[config.mk]
export PLATFORM = sky130hd
export DESIGN_NAME = discrete_channel_mixer
export DESIGN_NICKNAME = d
export VERILOG_FILES = /design/src/rtl/discrete_mix_pkg.sv /design/src/rtl/discrete_mix_saturator.sv /design/src/rtl/discrete_channel_mixer.sv
export SDC_FILE = /design/constraint.sdc
export NUM_CORES = 1
export LEC_CHECK = 0
export CAP_MARGIN = 25
export CORE_ASPECT_RATIO = 0.5
export CORE_MARGIN = 3
export CORE_UTILIZATION = 50
export CTS_CLUSTER_SIZE = 8
export DETAILED_ROUTE_END_ITERATION = 16
export HOLD_SLACK_MARGIN = 0.06
export PLACE_DENSITY_LB_ADDON = 0.08
export SYNTH_ARGS = -nofsm -noshare
export SYNTH_HDL_FRONTEND = slang
export SYNTH_SLANG_ARGS = --single-unit
[constraint.sdc]
create_clock -name clk -period 5.9 [get_ports clk]
set_input_delay 0.885 -clock clk [delete_from_list [all_inputs] [get_ports clk]]
set_output_delay 0.885 -clock clk [all_outputs]
set_load 0.05 [all_outputs]
[src/rtl/discrete_mix_pkg.sv]
// discrete_mix_pkg
//   Shared types, widths and helpers for the discrete channel mixer.
//   - mix_state_e : mixer FSM state encoding
//   - GAIN_*      : Q1.8 unsigned gain format (256 == unity)
//   - ACC_W       : width of the signed MAC accumulator
//   - SAMPLE_W    : width of signed audio samples
//   - sat16()     : clamp an accumulator-width value to the signed sample range
package discrete_mix_pkg;

    localparam int unsigned GAIN_W     = 9;
    localparam int unsigned GAIN_UNITY = 256;
    localparam int unsigned GAIN_SHIFT = $clog2(GAIN_UNITY);
    localparam int unsigned ACC_W      = 28;
    localparam int unsigned SAMPLE_W   = 16;

    typedef enum logic [1:0] {
        ST_IDLE  = 2'd0,
        ST_ACCUM = 2'd1,
        ST_DONE  = 2'd2
    } mix_state_e;

    localparam logic signed [ACC_W-1:0] SAT_MAX = ACC_W'(32767);
    // Bitwise complement of +32767 in two's complement is -32768.
    localparam logic signed [ACC_W-1:0] SAT_MIN = ~SAT_MAX;

    function automatic logic signed [SAMPLE_W-1:0] sat16(input logic signed [ACC_W-1:0] v);
        logic signed [SAMPLE_W-1:0] r;
        if (v > SAT_MAX) begin
            r = 16'sh7FFF;
        end else if (v < SAT_MIN) begin
            r = 16'sh8000;
        end else begin
            r = v[SAMPLE_W-1:0];
        end
        return r;
    endfunction

endpackage

[src/rtl/discrete_mix_saturator.sv]
// discrete_mix_saturator
//   Converts the mixer accumulator back to a sample: arithmetic right shift by
//   the gain fraction width (floor, no rounding), then clamp to 16-bit signed.
//   Ports:
//     acc_in  : signed accumulator value (ACC_W bits)
//     sat_out : signed saturated sample (SAMPLE_W bits), combinational
module discrete_mix_saturator
    import discrete_mix_pkg::*;
(
    input  logic signed [ACC_W-1:0]    acc_in,
    output logic signed [SAMPLE_W-1:0] sat_out
);

    logic signed [ACC_W-1:0] shifted;

    always_comb begin
        shifted = acc_in >>> GAIN_SHIFT;
        sat_out = sat16(shifted);
    end

endmodule

[src/rtl/discrete_channel_mixer.sv]
// discrete_channel_mixer
//   Sequential gain-weighted mixer. A strobe on audio_clk_en snapshots all
//   channel samples and gains, then one channel per cycle is multiplied and
//   accumulated. After the last channel the accumulator is shifted, clamped
//   and registered on out with a one-cycle out_valid pulse.
//   Ports:
//     clk          : system clock
//     I_RSTn       : asynchronous active-low reset
//     audio_clk_en : sample strobe, starts a mix pass when idle
//     in           : NUM_CH packed signed 16-bit samples, channel k at [16k+15:16k]
//     gain         : NUM_CH packed unsigned Q1.8 gains, channel k at [9k+8:9k]
//     out          : registered signed mixed sample, holds between passes
//     out_valid    : one-cycle pulse when out updates
//     busy         : high whenever a pass is in progress (state not IDLE)
//     overrun      : sticky, set by a strobe arriving while busy; reset only
module discrete_channel_mixer
    import discrete_mix_pkg::*;
#(
    parameter int unsigned NUM_CH = 4
) (
    input  logic                         clk,
    input  logic                         I_RSTn,
    input  logic                         audio_clk_en,
    input  logic [NUM_CH*SAMPLE_W-1:0]   in,
    input  logic [NUM_CH*GAIN_W-1:0]     gain,
    output logic signed [SAMPLE_W-1:0]   out,
    output logic                         out_valid,
    output logic                         busy,
    output logic                         overrun
);

    localparam int unsigned IDX_W  = (NUM_CH > 1) ? $clog2(NUM_CH) : 1;
    localparam int unsigned PROD_W = SAMPLE_W + GAIN_W + 1;

    mix_state_e                  state_q, state_d;
    logic [IDX_W-1:0]            idx_q, idx_d;
    logic signed [ACC_W-1:0]     acc_q, acc_d;
    logic signed [SAMPLE_W-1:0]  snap_in_q   [NUM_CH];
    logic signed [SAMPLE_W-1:0]  snap_in_d   [NUM_CH];
    logic [GAIN_W-1:0]           snap_gain_q [NUM_CH];
    logic [GAIN_W-1:0]           snap_gain_d [NUM_CH];
    logic signed [SAMPLE_W-1:0]  out_q, out_d;
    logic                        out_valid_q, out_valid_d;
    logic                        overrun_q, overrun_d;

    logic signed [PROD_W-1:0]    prod;
    logic signed [SAMPLE_W-1:0]  sat_out;
    logic                        busy_w;

    discrete_mix_saturator u_sat (
        .acc_in  (acc_q),
        .sat_out (sat_out)
    );

    assign busy_w = (state_q != ST_IDLE);

    always_comb begin
        state_d     = state_q;
        idx_d       = idx_q;
        acc_d       = acc_q;
        snap_in_d   = snap_in_q;
        snap_gain_d = snap_gain_q;
        out_d       = out_q;
        out_valid_d = 1'b0;
        // Any strobe seen while busy (ACCUM or DONE) is dropped but flagged.
        overrun_d   = overrun_q | (audio_clk_en & busy_w);

        // Signed sample times zero-extended unsigned gain, both widened first
        // so the multiply is evaluated at full product width.
        prod = PROD_W'(snap_in_q[idx_q]) * PROD_W'($signed({1'b0, snap_gain_q[idx_q]}));

        unique case (state_q)
            ST_IDLE: begin
                if (audio_clk_en) begin
                    for (int unsigned k = 0; k < NUM_CH; k++) begin
                        snap_in_d[k]   = in[k*SAMPLE_W +: SAMPLE_W];
                        snap_gain_d[k] = gain[k*GAIN_W +: GAIN_W];
                    end
                    acc_d   = '0;
                    idx_d   = '0;
                    state_d = ST_ACCUM;
                end
            end
            ST_ACCUM: begin
                acc_d = acc_q + ACC_W'(prod);
                if (idx_q == IDX_W'(NUM_CH - 1)) begin
                    state_d = ST_DONE;
                end else begin
                    idx_d = idx_q + IDX_W'(1);
                end
            end
            ST_DONE: begin
                out_d       = sat_out;
                out_valid_d = 1'b1;
                state_d     = ST_IDLE;
            end
            default: begin
                state_d = ST_IDLE;
            end
        endcase
    end

    always_ff @(posedge clk or negedge I_RSTn) begin
        if (!I_RSTn) begin
            state_q     <= ST_IDLE;
            idx_q       <= '0;
            acc_q       <= '0;
            out_q       <= '0;
            out_valid_q <= 1'b0;
            overrun_q   <= 1'b0;
            for (int unsigned k = 0; k < NUM_CH; k++) begin
                snap_in_q[k]   <= '0;
                snap_gain_q[k] <= '0;
            end
        end else begin
            state_q     <= state_d;
            idx_q       <= idx_d;
            acc_q       <= acc_d;
            out_q       <= out_d;
            out_valid_q <= out_valid_d;
            overrun_q   <= overrun_d;
            snap_in_q   <= snap_in_d;
            snap_gain_q <= snap_gain_d;
        end
    end

    assign out       = out_q;
    assign out_valid = out_valid_q;
    assign busy      = busy_w;
    assign overrun   = overrun_q;

endmodule

* Yosys cells after proc, flatten, opt, wreduce, memory -nomap -nowiden *
Index checks and enable logic that the tools add are counted.

word-level totals
  output and inout bits = 19
  input port bits = 103
  bits in read-only memories = 0
  bits in writable memories = 0
  memories = 0
  bits in latches = 0
  word-level logic and storage cells = 53
  bits in registers = 150

cells by class
  multiplexer cells = 17
  div/mod/pow operators = 0
  multipliers = 1
  reduce and logical (&&, ||, !) cells = 7
  equality and inequality tests = 6
  shifts and indexed selects = 0
  magnitude comparators = 3
  $add $sub $neg = 2
  bitwise logic cells = 3

operators by type and width
  operator                                                         count
  2-to-1 mux 16 bit                                                4
  case mux 28 bit (2 select lines)                                 1
  binary-select mux 16 bit (select 2 bit)                          1
  adder 28 x 26 -> 28 bit                                          1
  2-to-1 mux 28 bit                                                1
  multiplier 16 x 10 -> 26 bit                                     1
  greater-than comparator 20 x 16 -> 1 bit, second input constant  1
  < comparator 20 x 16 -> 1 bit, second input constant             1
  binary-select mux 9 bit (select 2 bit)                           1
  2-to-1 mux 9 bit                                                 2
  2-to-1 mux 2 bit                                                 4
  case mux 2 bit (2 select lines)                                  2
  != test 2 bit, second input constant                             3
  AND reduction 2 bit                                              3
  equality test 2 bit, second input constant                       2
  nonzero test 2 bit                                               2
  >= comparator 3 bit, second input constant                       1
  inverter 2 -> 3 bit                                              1
  AND reduction 3 bit                                              1
  adder 2 x 1 -> 2 bit, second input constant                      1
  equality test 2 x 1 -> 1 bit, second input constant              1
  zero test 2 bit                                                  1
  bitwise AND 1 bit                                                1
  2-to-1 mux 1 bit                                                 1
  bitwise OR 1 bit                                                 1

* Logic depth before layout (Yosys ltp) *
Gate-level depths: netlist (run 1).

  depth after elaboration = 7
  depth in mapped cells = 24
  gate-level depth less buffers = 20

* Cells and area by module *
Synthesis (run 1) repeated with hierarchy kept, for this count alone.

unflattened totals
  cell total of the unflattened synthesis = 1443
  area total of the unflattened synthesis = 13176.4 um^2

modules (own cells, without submodules)
  module                  sequential area each (um^2)  cells each  area an instance (um^2)  times used
  discrete_channel_mixer  3753.6                       1383        12705.9                  1
  discrete_mix_saturator  0.0                          60          470.5                    1

* Worst setup path before layout (run 1) *
Ideal clock, no wire load.

  path kind = reg2reg
  from = register idx_q[0]
  to = register acc_q[24]
  data arrival time = 6.008 ns
  path buffers = 4
  cell stages (with the launch flop) = 23
  setup slack = -0.238 ns
  path through = dfrtp_1 buf_2 buf_2 mux4_2 clkbuf_1 nand2_1 fa_1 inv_1 fa_1 fa_1 fa_1 inv_1 fa_1 inv_1 ha_1 clkbuf_1 a21oi_1 o21ai_0 a21o_1 a41o_1 o41ai_2 xor2_1 o21ai_1

between the ends
  cells in the longest elaborated chain, start to end = 7

RTL lines
  element                                                                                                   RTL line                       text
  from (decl)                                                                                               discrete_channel_mixer.sv:36   logic [IDX_W-1:0] idx_q, idx_d;
  from (signal assigned)                                                                                    discrete_channel_mixer.sv:117  idx_q <= idx_d;
  inverter 2 -> 3 bit (not written as such) *                                                               discrete_channel_mixer.sv:70   prod = PROD_W'(snap_in_q[idx_q]) * PROD_W'($signed({1'b0, snap_gain_q[idx_q]}));
  binary-select mux 16 bit (select 2 bit) / binary-select mux 9 bit (select 2 bit) (equally long branches)  discrete_channel_mixer.sv:70
  2-to-1 mux 16 bit (not written as such) / 2-to-1 mux 9 bit (equally long branches) (2 in series)          discrete_channel_mixer.sv:70
  multiplier 16 x 10 -> 26 bit *                                                                            discrete_channel_mixer.sv:70
  adder 28 x 26 -> 28 bit *                                                                                 discrete_channel_mixer.sv:85   acc_d = acc_q + ACC_W'(prod);
  case mux 28 bit (2 select lines) *                                                                        discrete_channel_mixer.sv:72   unique case (state_q)
  to (signal assigned)                                                                                      discrete_channel_mixer.sv:107  acc_q <= '0;
  to (signal assigned)                                                                                      discrete_channel_mixer.sv:118  acc_q <= acc_d;
  to (decl)                                                                                                 discrete_channel_mixer.sv:37   logic signed [ACC_W-1:0] acc_q, acc_d;

Mark *: on every way between the ends. The rest lies on a longest branch, timed or not. The select of a mux whose other input is x is not followed.
A chain may end at the register's enable or synchronous reset.

* Final worst setup path (run 1) *
  from = register idx_q[0]
  to = register acc_q[23]

The elaborated chain is that of the path after synthesis.

==> results of run 1 <==
==> cell usage in the layout, fill, tap and decap left out, types with 21 or more instances in the layout <==
cell type	synthesis	routed
nor2_1	22	21
mux2_2	102	102
ha_1	66	46
clkdlybuf4s50_1	0	120
inv_1	230	220
dfrtp_1	150	149
and2_1	60	59
fa_1	153	144
mux4_2	25	27
nand2_1	167	150
o21ai_0	39	34
buf_4	0	70
==> worst max-delay path by stage <==
stage,from,endpoint,depth (start not counted)
2_1_floorplan,idx_q[1],acc_q[24],22
3_3_place_gp,idx_q[0],acc_q[24],19
3_5_place_dp,idx_q[0],acc_q[24],19
4_1_cts,idx_q[0],acc_q[26],21
5_1_grt,idx_q[0],acc_q[21],23
6_report,idx_q[0],acc_q[23],20
==> sequential cells by signal, summed over array words and instances (netlist names) <==
register     count
out_valid        1
snap_gain_q     36
state_q          2
idx_q            2
snap_in_q       64
acc_q           28
out             16
overrun          1
==> cells in the mapped netlist (3+ instances only) <==
| cell | count |
|---|---|
| nor2b_1 | 4 |
| dfrtp_1 | 150 |
| a21o_1 | 10 |
| o21a_1 | 4 |
| o22ai_1 | 13 |
| nand4_1 | 4 |
| mux4_2 | 25 |
| a21oi_1 | 30 |
| buf_2 | 7 |
| a31oi_1 | 3 |
| clkbuf_1 | 31 |
| xor2_1 | 15 |
| nand2_1 | 167 |
| nand2b_1 | 3 |
| xnor2_1 | 12 |
| inv_1 | 230 |
| o21ai_1 | 3 |
| nand3_1 | 5 |
| mux2_2 | 102 |
| buf_1 | 3 |
| o21ai_0 | 39 |
| fa_1 | 153 |
| nor3_1 | 4 |
| nor2_1 | 22 |
| ha_1 | 66 |
| and2_1 | 60 |
==> through the flow <==
step,cell area (µm²),instances
after global placement,14600,1676
after global routing,16200,1736
after floorplan,12700,1194
final,16200,1736
after detailed placement,14600,1676
after CTS,15400,1716
==> layout make-up <==
class / count / area [µm²] / area share, %
clock buffer: 18 / 439 / 2.72
sequential: 150 / 3750 / 23.2
tap: 336 / 420 / 2.60
clock inverter: 14 / 203 / 1.25
timing repair buffer: 211 / 2050 / 12.6
multi-input combinational: 777 / 8450 / 52.2
inverter: 230 / 863 / 5.34
==> logic make-up (layout without fill, tap and decap cells) <==
kind of cell,after synthesis,count (layout),synth area share [%]
mux,128,132,13.6
buf+inv,271,473,8.12
xor+xnor,27,27,1.87
flops,150,150,29.7
simple gates,277,277,9.96
fa+ha+maj,219,219,30.8
compound gates,122,122,5.94
==> what timing repair did <==
action | in CTS | in global routing
hold buffers | 0 | 0
endpoints found under the hold margin | 0 | 0
endpoints found under the setup margin | 8 | 15
pin swaps | 2 | 73
resized for setup | 8 | 115
setup buffers | 6 | 18
cloned | 2 | 3
==> metal layers <==
| layer | vias up | track usage, % | routed length (µm) | part of all wire, % |
|---|---|---|---|---|
| met4 | 2 | 5.80 | 557 | 1.6 |
| met1 | 4712 | 35.0 | 16000 | 47 |
| met5 | - | 0 | 9 | 0.026 |
| met3 | 45 | 6.77 | 2100 | 6.2 |
| li1 | 4197 | - | - | - |
| met2 | 270 | 36.8 | 15400 | 45 |
==> flow_summary.ini, run 1 <==
[sta]
slew_viol_final = 0
setup_viol = 0
fmax_mhz = 170
relSlewSlack_pct = 38.2
finalHoldViolCount = 0
tightest_slew_ns = 0.923
fin_crit_sh_pct = 99.6
final.setup.tns_ns = 0
fin_crit_ns = 5.88
hold_ws_ns = 0.459
clock_skew_ns = 0.0149
rsz0062_at_grt = yes
fin_ws_ns = 0.0225

[setup_path]
reg2regPathDepth = 20
worstSetupEndpointType = flip-flop
worstPathRequired_ns = 6.23
critPathMaxFanout = 6
crit_buf_inv = 7
crit_chain = buf_12, buf_4, mux4_2, nand2_1, fa_1, inv_1, fa_1, fa_1, fa_1, inv_1, fa_1, inv_1, ha_4, a21o_1, buf_4, o311a_4, a31oi_1, buf_4, mux2i_1, nand2_1
crit_arrival_ns = 6.21
r2r_end = acc_q[23]
r2r-start = idx_q[0]
critPathSlowestCell = fa_1
crit_family = adder cells
slowest_delay_ns = 0.58
start_kind = flip-flop
cpMostUsedCell = fa_1
critPathKind = flip-flop to flip-flop
rrSetupSlack_ns = 0.02

[routing]
postRouteAntennaNets = 0
first_pass_iters = 5
via_count = 9226
drc = 0
viasPerCell = 5.31
drt-initial-drc-count = 667
wl_per_cell_um = 19.6
routed_wl_um = 34000

[synthesis]
synth_area_leaders = dfrtp_1 30%, fa_1 24%, mux2_2 9.1%, inv_1 6.8%, ha_1 6.5%
synth.yosys.seq_area_share_pct = 29.7
yosysTopAreaCell = dfrtp_1
yosysWarnings = 0
syn_area_mm2 = 0.0126
yosys.cell_types.count = 50
synthesis.nets = 1516
async_reset_ff_share_pct = 100
yosys.area.top_type_share_pct = 29.7
avgSynthCellArea_um2 = 10.6
synthCells = 1194
synthFlopType = dfrtp_1
synth-edff-count = 0
yosys_register_bits = 150

[placement]
io_buffers = 121
place_congestion = 0.866
dpl.hpwl_um = 24600
pre_cts_slack_ns = -0.0969

[cells_and_area]
area.growth.synth_to_final_pct = 28.0
final_util_pct = 66.2
drive_gt1_share_pct = 24.6
fillerInstances = 1950
nets = 1709
diodes = 0

[grt]
overflow = 0
grt_pass1_wl_um = 51100
grt.total_usage_pct = 24.3
first_global_vias = 9381
antenna_found_initial = 1
grt_max_degree = 93

[min_path]
hold_depth = 1
hp-class = flip-flop to flip-flop
min-delay-start = overrun
hold_path_end = overrun

[clock_network]
cts_buffer_depth = 2
cts_buffers = 17
cts_max_level = 4
cts_tree = done
clk_pin_slew_ns = 0.07
cts.sinks = 150
root_buffer = clkbuf_16
clk_latency_ns = 0.45

[floorplanning]
die_area_mm2 = 0.0273
core_mm2 = 0.0244
fp.dieW_um = 231
start_util_pct = 51.7
rows = 40
pin_count = 122
die_y_um = 118

[run_status]
status = finished clean

[flow_run]
maxCapViolCount = 0
Power of run 1 is not shown: default switching activity piles up to over one toggle a cycle in this logic, so the estimate is an artifact.
==> inputs of run 2 (changes only) <==
--- a/config.mk
+++ b/config.mk
@@ -5,13 +5,14 @@
 export SDC_FILE = /design/constraint.sdc
 export NUM_CORES = 1
 export LEC_CHECK = 0
-export CAP_MARGIN = 25
+export CAP_MARGIN = 20
 export CORE_ASPECT_RATIO = 0.5
 export CORE_MARGIN = 3
 export CORE_UTILIZATION = 50
 export CTS_CLUSTER_SIZE = 8
 export DETAILED_ROUTE_END_ITERATION = 16
 export HOLD_SLACK_MARGIN = 0.06
+export MAX_ROUTING_LAYER = met4
 export PLACE_DENSITY_LB_ADDON = 0.08
 export SYNTH_ARGS = -nofsm -noshare
 export SYNTH_HDL_FRONTEND = slang
==> run 2 against run 1 <==
- register-to-register slack better by 0.08 ns
- clock skew shrank 0.00081 ns
- count of clock-buffer cells in the layout is the same
- maximum frequency grew 1.4%
- non-clock buffer count is 37 higher
- sequential share of layout area down 0.46 points
- first-iteration DRC count up 0.75%
- cell count increased by 2.2%
- highest routed layer is now met4
==> flow_summary.ini, run 2 (synthesis results as in run 1) <==
[grt]
grt_max_degree = 95
grt_pass1_wl_um = 52000
antenna_found_initial = 2
first_global_vias = 9528
overflow = 0
grt.total_usage_pct = 25.3

[setup_path]
critPathSlowestCell = mux4_2
crit_chain = clkbuf_16, mux4_2, clkbuf_16, nand2_2, fa_1, inv_1, fa_1, fa_2, fa_1, inv_1, fa_1, inv_1, ha_4, a21o_1, nor3_2, nand3_2, a31oi_4, o211ai_1, xnor2_1, o21ai_1
crit_arrival_ns = 6.11
cpMostUsedCell = fa_1
slowest_delay_ns = 0.65
worstSetupEndpointType = flip-flop
critPathMaxFanout = 6
critPathKind = flip-flop to flip-flop
crit_family = adder cells
start_kind = flip-flop
crit_buf_inv = 5
worstPathRequired_ns = 6.21

[placement]
place_congestion = 0.878
dpl.hpwl_um = 25000
io_buffers = 121
dpl-instance-area_mm2 = 0.0147

[clock_network]
ctsHoldBuffers = 0
cts_tree = done
clk_latency_ns = 0.45
root_buffer = clkbuf_16
clk_pin_slew_ns = 0.07
cts_buffers = 17
cts_buffer_depth = 2
cts.sinks = 150
cts_max_level = 4

[cells_and_area]
final_util_pct = 67.6
top_register = snap_in_q
layout.cells.most_common = inv_1
final_cell_mix = 217 x inv_1, 149 x dfrtp_1, 143 x fa_1
largest_reg_flops = 64
largestRegisters = snap_in_q x64, snap_gain_q x36, acc_q x28
nets = 1745
area.growth.synth_to_final_pct = 30.6
drive_gt1_share_pct = 27.9
fillerInstances = 1937
design_area_mm2 = 0.0165

[floorplanning]
die_area_mm2 = 0.0273
pin_count = 122
die_y_um = 118
rows = 40
core_mm2 = 0.0244
start_util_pct = 51.7
fp.dieW_um = 231

[sta]
tightest_slew_ns = 0.958
fin_crit_sh_pct = 98.3
clock_skew_ns = 0.0141
relSlewSlack_pct = 36.1
fmax_mhz = 172
setup_viol = 0
final.setup.tns_ns = 0
finalHoldViolCount = 0
slew_viol_final = 0
rsz0062_at_grt = yes
fin_crit_ns = 5.80

[routing]
postRouteAntennaNets = 0
wl_per_cell_um = 19.4
routed_wl_um = 34400
drt-initial-drc-count = 672
viasPerCell = 5.29
drc = 0
via_count = 9390
first_pass_iters = 5

[run_status]
status = finished clean

[min_path]
hp-class = flip-flop to flip-flop

[flow_run]
maxCapViolCount = 0
==> run 2: path summary, 6_finish.rpt <==
| check | to | cells after the start | slack, ns | start |
|---|---|---|---|---|
| max | acc_q[21] | 20 | 0.10 | idx_q[0] |
| min | out[4] | 2 | 0.46 | out[4] |
| max reg2reg | acc_q[21] | 20 | 0.10 | idx_q[0] |
| min reg2reg | out[4] | 2 | 0.46 | out[4] |
| max in group asynchronous | snap_gain_q[5] | 2 | 4.07 | I_RSTn |
| min in group asynchronous | acc_q[27] | 1 | 0.50 | I_RSTn |
==> run 2: tightest hold or removal path: stages, from the launching register on <==
cell and delay [ns]:
dfrtp_1 0.34, nand2_1 0.05, nand2_1 0.05
==> run 2: final cells by class <==
type	count	area, µm²	share of cell area (%)
sequential	150	3750	22.8
clock inverter	14	161	0.978
antenna	2	5.00	0.0303
timing repair buffer	248	2370	14.4
tap	336	420	2.55
inverter	230	863	5.23
clock buffer	18	439	2.66
multi-input combinational	776	8490	51.4
==> run 2: per-stage QoR <==
step,setup slack [ns],hold slack (ns),cells
final,0.101,0.464,1774
after global routing,-0.0575,0.487,1774
after CTS,-0.0228,0.471,1725
after detailed placement,-0.0680,0.456,1680
after global placement,-0.00684,0.439,1680
after floorplan,0.000349,0.466,1194
==> run 2: what timing repair did <==
action                                  4_1_cts  5_1_grt
pin swaps                                     3      102
buffers inserted                             11       45
cloned                                        2        3
endpoints found under the setup margin        4       16
resized for setup                             8      151
==> run 2: metal layers <==
metal	global-route usage [%]	share of wire, %	up-vias
met3	5.95	6.9	40
met1	36.4	46	4777
met2	37.0	45	298
li1	-	-	4275
met5	-	0	-
met4	5.18	1.6	0
Power of run 2 is left out for the same reason.
==> variant (flow settings as in run 1) <==
The package constant `GAIN_UNITY` goes from 256 to 128.
--- a/src/rtl/discrete_mix_pkg.sv
+++ b/src/rtl/discrete_mix_pkg.sv
@@ -9,5 +9,5 @@
 
     localparam int unsigned GAIN_W     = 9;
-    localparam int unsigned GAIN_UNITY = 256;
+    localparam int unsigned GAIN_UNITY = 128;
     localparam int unsigned GAIN_SHIFT = $clog2(GAIN_UNITY);
     localparam int unsigned ACC_W      = 28;
Check against the original RTL: not equivalent (a bounded check fails within 10 cycles, from zero or initial values and one cycle with I_RSTn low).
==> variant against run 1 <==
The flow now finishes with violations (setup timing). Fmax fell by 1.9%. Sequential share of layout area shrank 0.26 points. Hold slack worse by 0.0014 ns. Synthesized cell count decreased by 1.3%. Sequential cell count stayed put. Routed wire length down 3.7%. Cell area rose by 1.1%. Synthesized area about the same. Worst setup slack got worse by 0.11 ns. Highest routed layer is now met4.
Power is not shown: default switching activity piles up to over one toggle a cycle in this logic, so the estimate is an artifact.
==> variant: results (changes against run 1) <==
peak fanout along the critical path=8 (was 6); Clock Pin Slew Worst Setup and Hold Paths=0.07 ns (about the same); final wirelength=32.8 mm (was 34.0 mm); initial antenna violation count=0 (was 1); Worst Tran Pin Value=1.03 ns (was 0.923 ns); Clock Skews=0.0165 ns (was 0.0149 ns); layout cell share with drive strength beyond 1=0.287 (was 0.246); Vias/cell=5.18 (was 5.31); drt pass-1 iters=5 (unchanged); setup TNS=-0.147 ns (was 0 ns); antenna-violating nets left=0 (unchanged); Synth top cells by count=inv_1 (232), fa_1 (153), dfrtp_1 (150), nand2_1 (142), mux2_2 (102) (was inv_1 (230), nand2_1 (167), fa_1 (153), dfrtp_1 (150), mux2_2 (102)); Post-DP HPWL=25.3 mm (was 24.6 mm); # hold bufs at CTS=0 (unchanged); Syn Area/Cell=10.7 µm² (was 10.6 µm²); DR iter-0 viols=656 (was 667); # fillers=1964 (was 1950); GRT Total Usage=0.249 (was 0.243); Clk Tree Root Cell=clkbuf_16 (unchanged); pre-CTS setup slack=-0.246 ns (was -0.0969 ns); most used flip-flop cell after synthesis=dfrtp_1 (unchanged); Yosys cell types=52 (was 50); total clock buffers created by CTS=17 (unchanged); I/O Buffers=121 (unchanged); global-route wire length before repair=52.7 mm (was 51.1 mm); Skew-Pair Late Insertion Delay=0.45 ns (about the same); Hold Path Class=reg2reg (unchanged); Reg2Reg Depth=22 (was 20); total of warnings raised by yosys=0 (unchanged); crit path DAT=6.31 ns (was 6.21 ns); status=finished, violations left (was finished, final reports clean); Placed Area=15000 µm² (was 14600 µm²); vias in the first global route=9639 (was 9381); Hold Path Stages=1 (unchanged); CP peak stage delay=0.56 ns (was 0.58 ns); asr flop ratio synth=1.00 (unchanged); largest cells by area after synthesis=dfrtp_1 (30%), fa_1 (24%), mux2_2 (9.1%) (unchanged); Routability Congestion=0.873 (was 0.866); ant diodes=0 (unchanged); slack of the critical path=-0.0883 ns (was 0.0225 ns); Top delay family on crit path=adder cells (unchanged); largest net degree at the start of global routing=104 (was 93); failing checks=setup timing; area taken by multi-input logic gates=8290 µm² (was 8450 µm²); Critical Path Slowest Stage Cell=fa_1 (unchanged); H-tree depth=4 (unchanged); drt wl/cell=18.6 µm (was 19.6 µm); syn nets=1501 (was 1516); register area share after synthesis=0.297 (about the same); final setup fails=2 (was 0); maximum root-to-sink buffer count=2 (unchanged); biggest regs=snap_in_q: 64 flops, snap_gain_q: 36 flops, acc_q: 28 flops (unchanged); Placed Cells=1693 (was 1676)
variant: cell types whose count changed after synthesis, moves of 3 or more:
cell | before | now
nand2_1 | 167 | 142
o22ai_1 | 13 | 16
nor3_1 | 4 | 1
nor2_1 | 22 | 13
a21oi_1 | 30 | 40
o21ai_0 | 39 | 34
a21o_2 | 1 | 4
and3_1 | 0 | 4
o31ai_1 | 0 | 3
a211oi_1 | 0 | 4
xor2_1 | 15 | 11
variant: logic make-up (layout without fill, tap and decap cells):
group,count (synthesis),in the layout,synth area share
buffers and inverters,277,523,0.0842
AOI/OAI and AO/OA,142,142,0.0706
xor gates and xnor gates,25,25,0.0173
muxes,127,128,0.135
adders and majority gates,219,219,0.308
and+or+nand+nor,239,239,0.0874
DFF,150,150,0.297
variant: worst paths after layout:
path,slack (ns),end,from
max,-0.09,acc_q[27],idx_q[0]
min,0.46,overrun,overrun
max reg2reg,-0.09,acc_q[27],idx_q[0]
min reg2reg,0.46,overrun,overrun
max in group asynchronous,4.03,idx_q[0],I_RSTn
min in group asynchronous,0.52,out[1],I_RSTn
variant: metal layers:
| metal | vias up | GRT usage | share of wire |
|---|---|---|---|
| met2 | 257 | 0.365 | 0.43 |
| met4 | 0 | 0.0448 | 0.011 |
| met1 | 4589 | 0.381 | 0.50 |
| li1 | 4245 | - | - |
| met3 | 31 | 0.0609 | 0.063 |
| met5 | - | 0 | 0 |
variant: what timing repair did:
item,4_1_cts,5_1_grt
cloned,3,0
pin swaps,69,57
setup endpoints to repair,8,14
gates resized for setup,77,55
setup buffers,23,13
variant: layout make-up:
class	instances	area share
sequential	150	0.230
timing repair buffer	260	0.149
clock inverter	14	0.00956
inverter	232	0.0532
multi-input combinational	753	0.507
clock buffer	17	0.0260
tap	336	0.0257
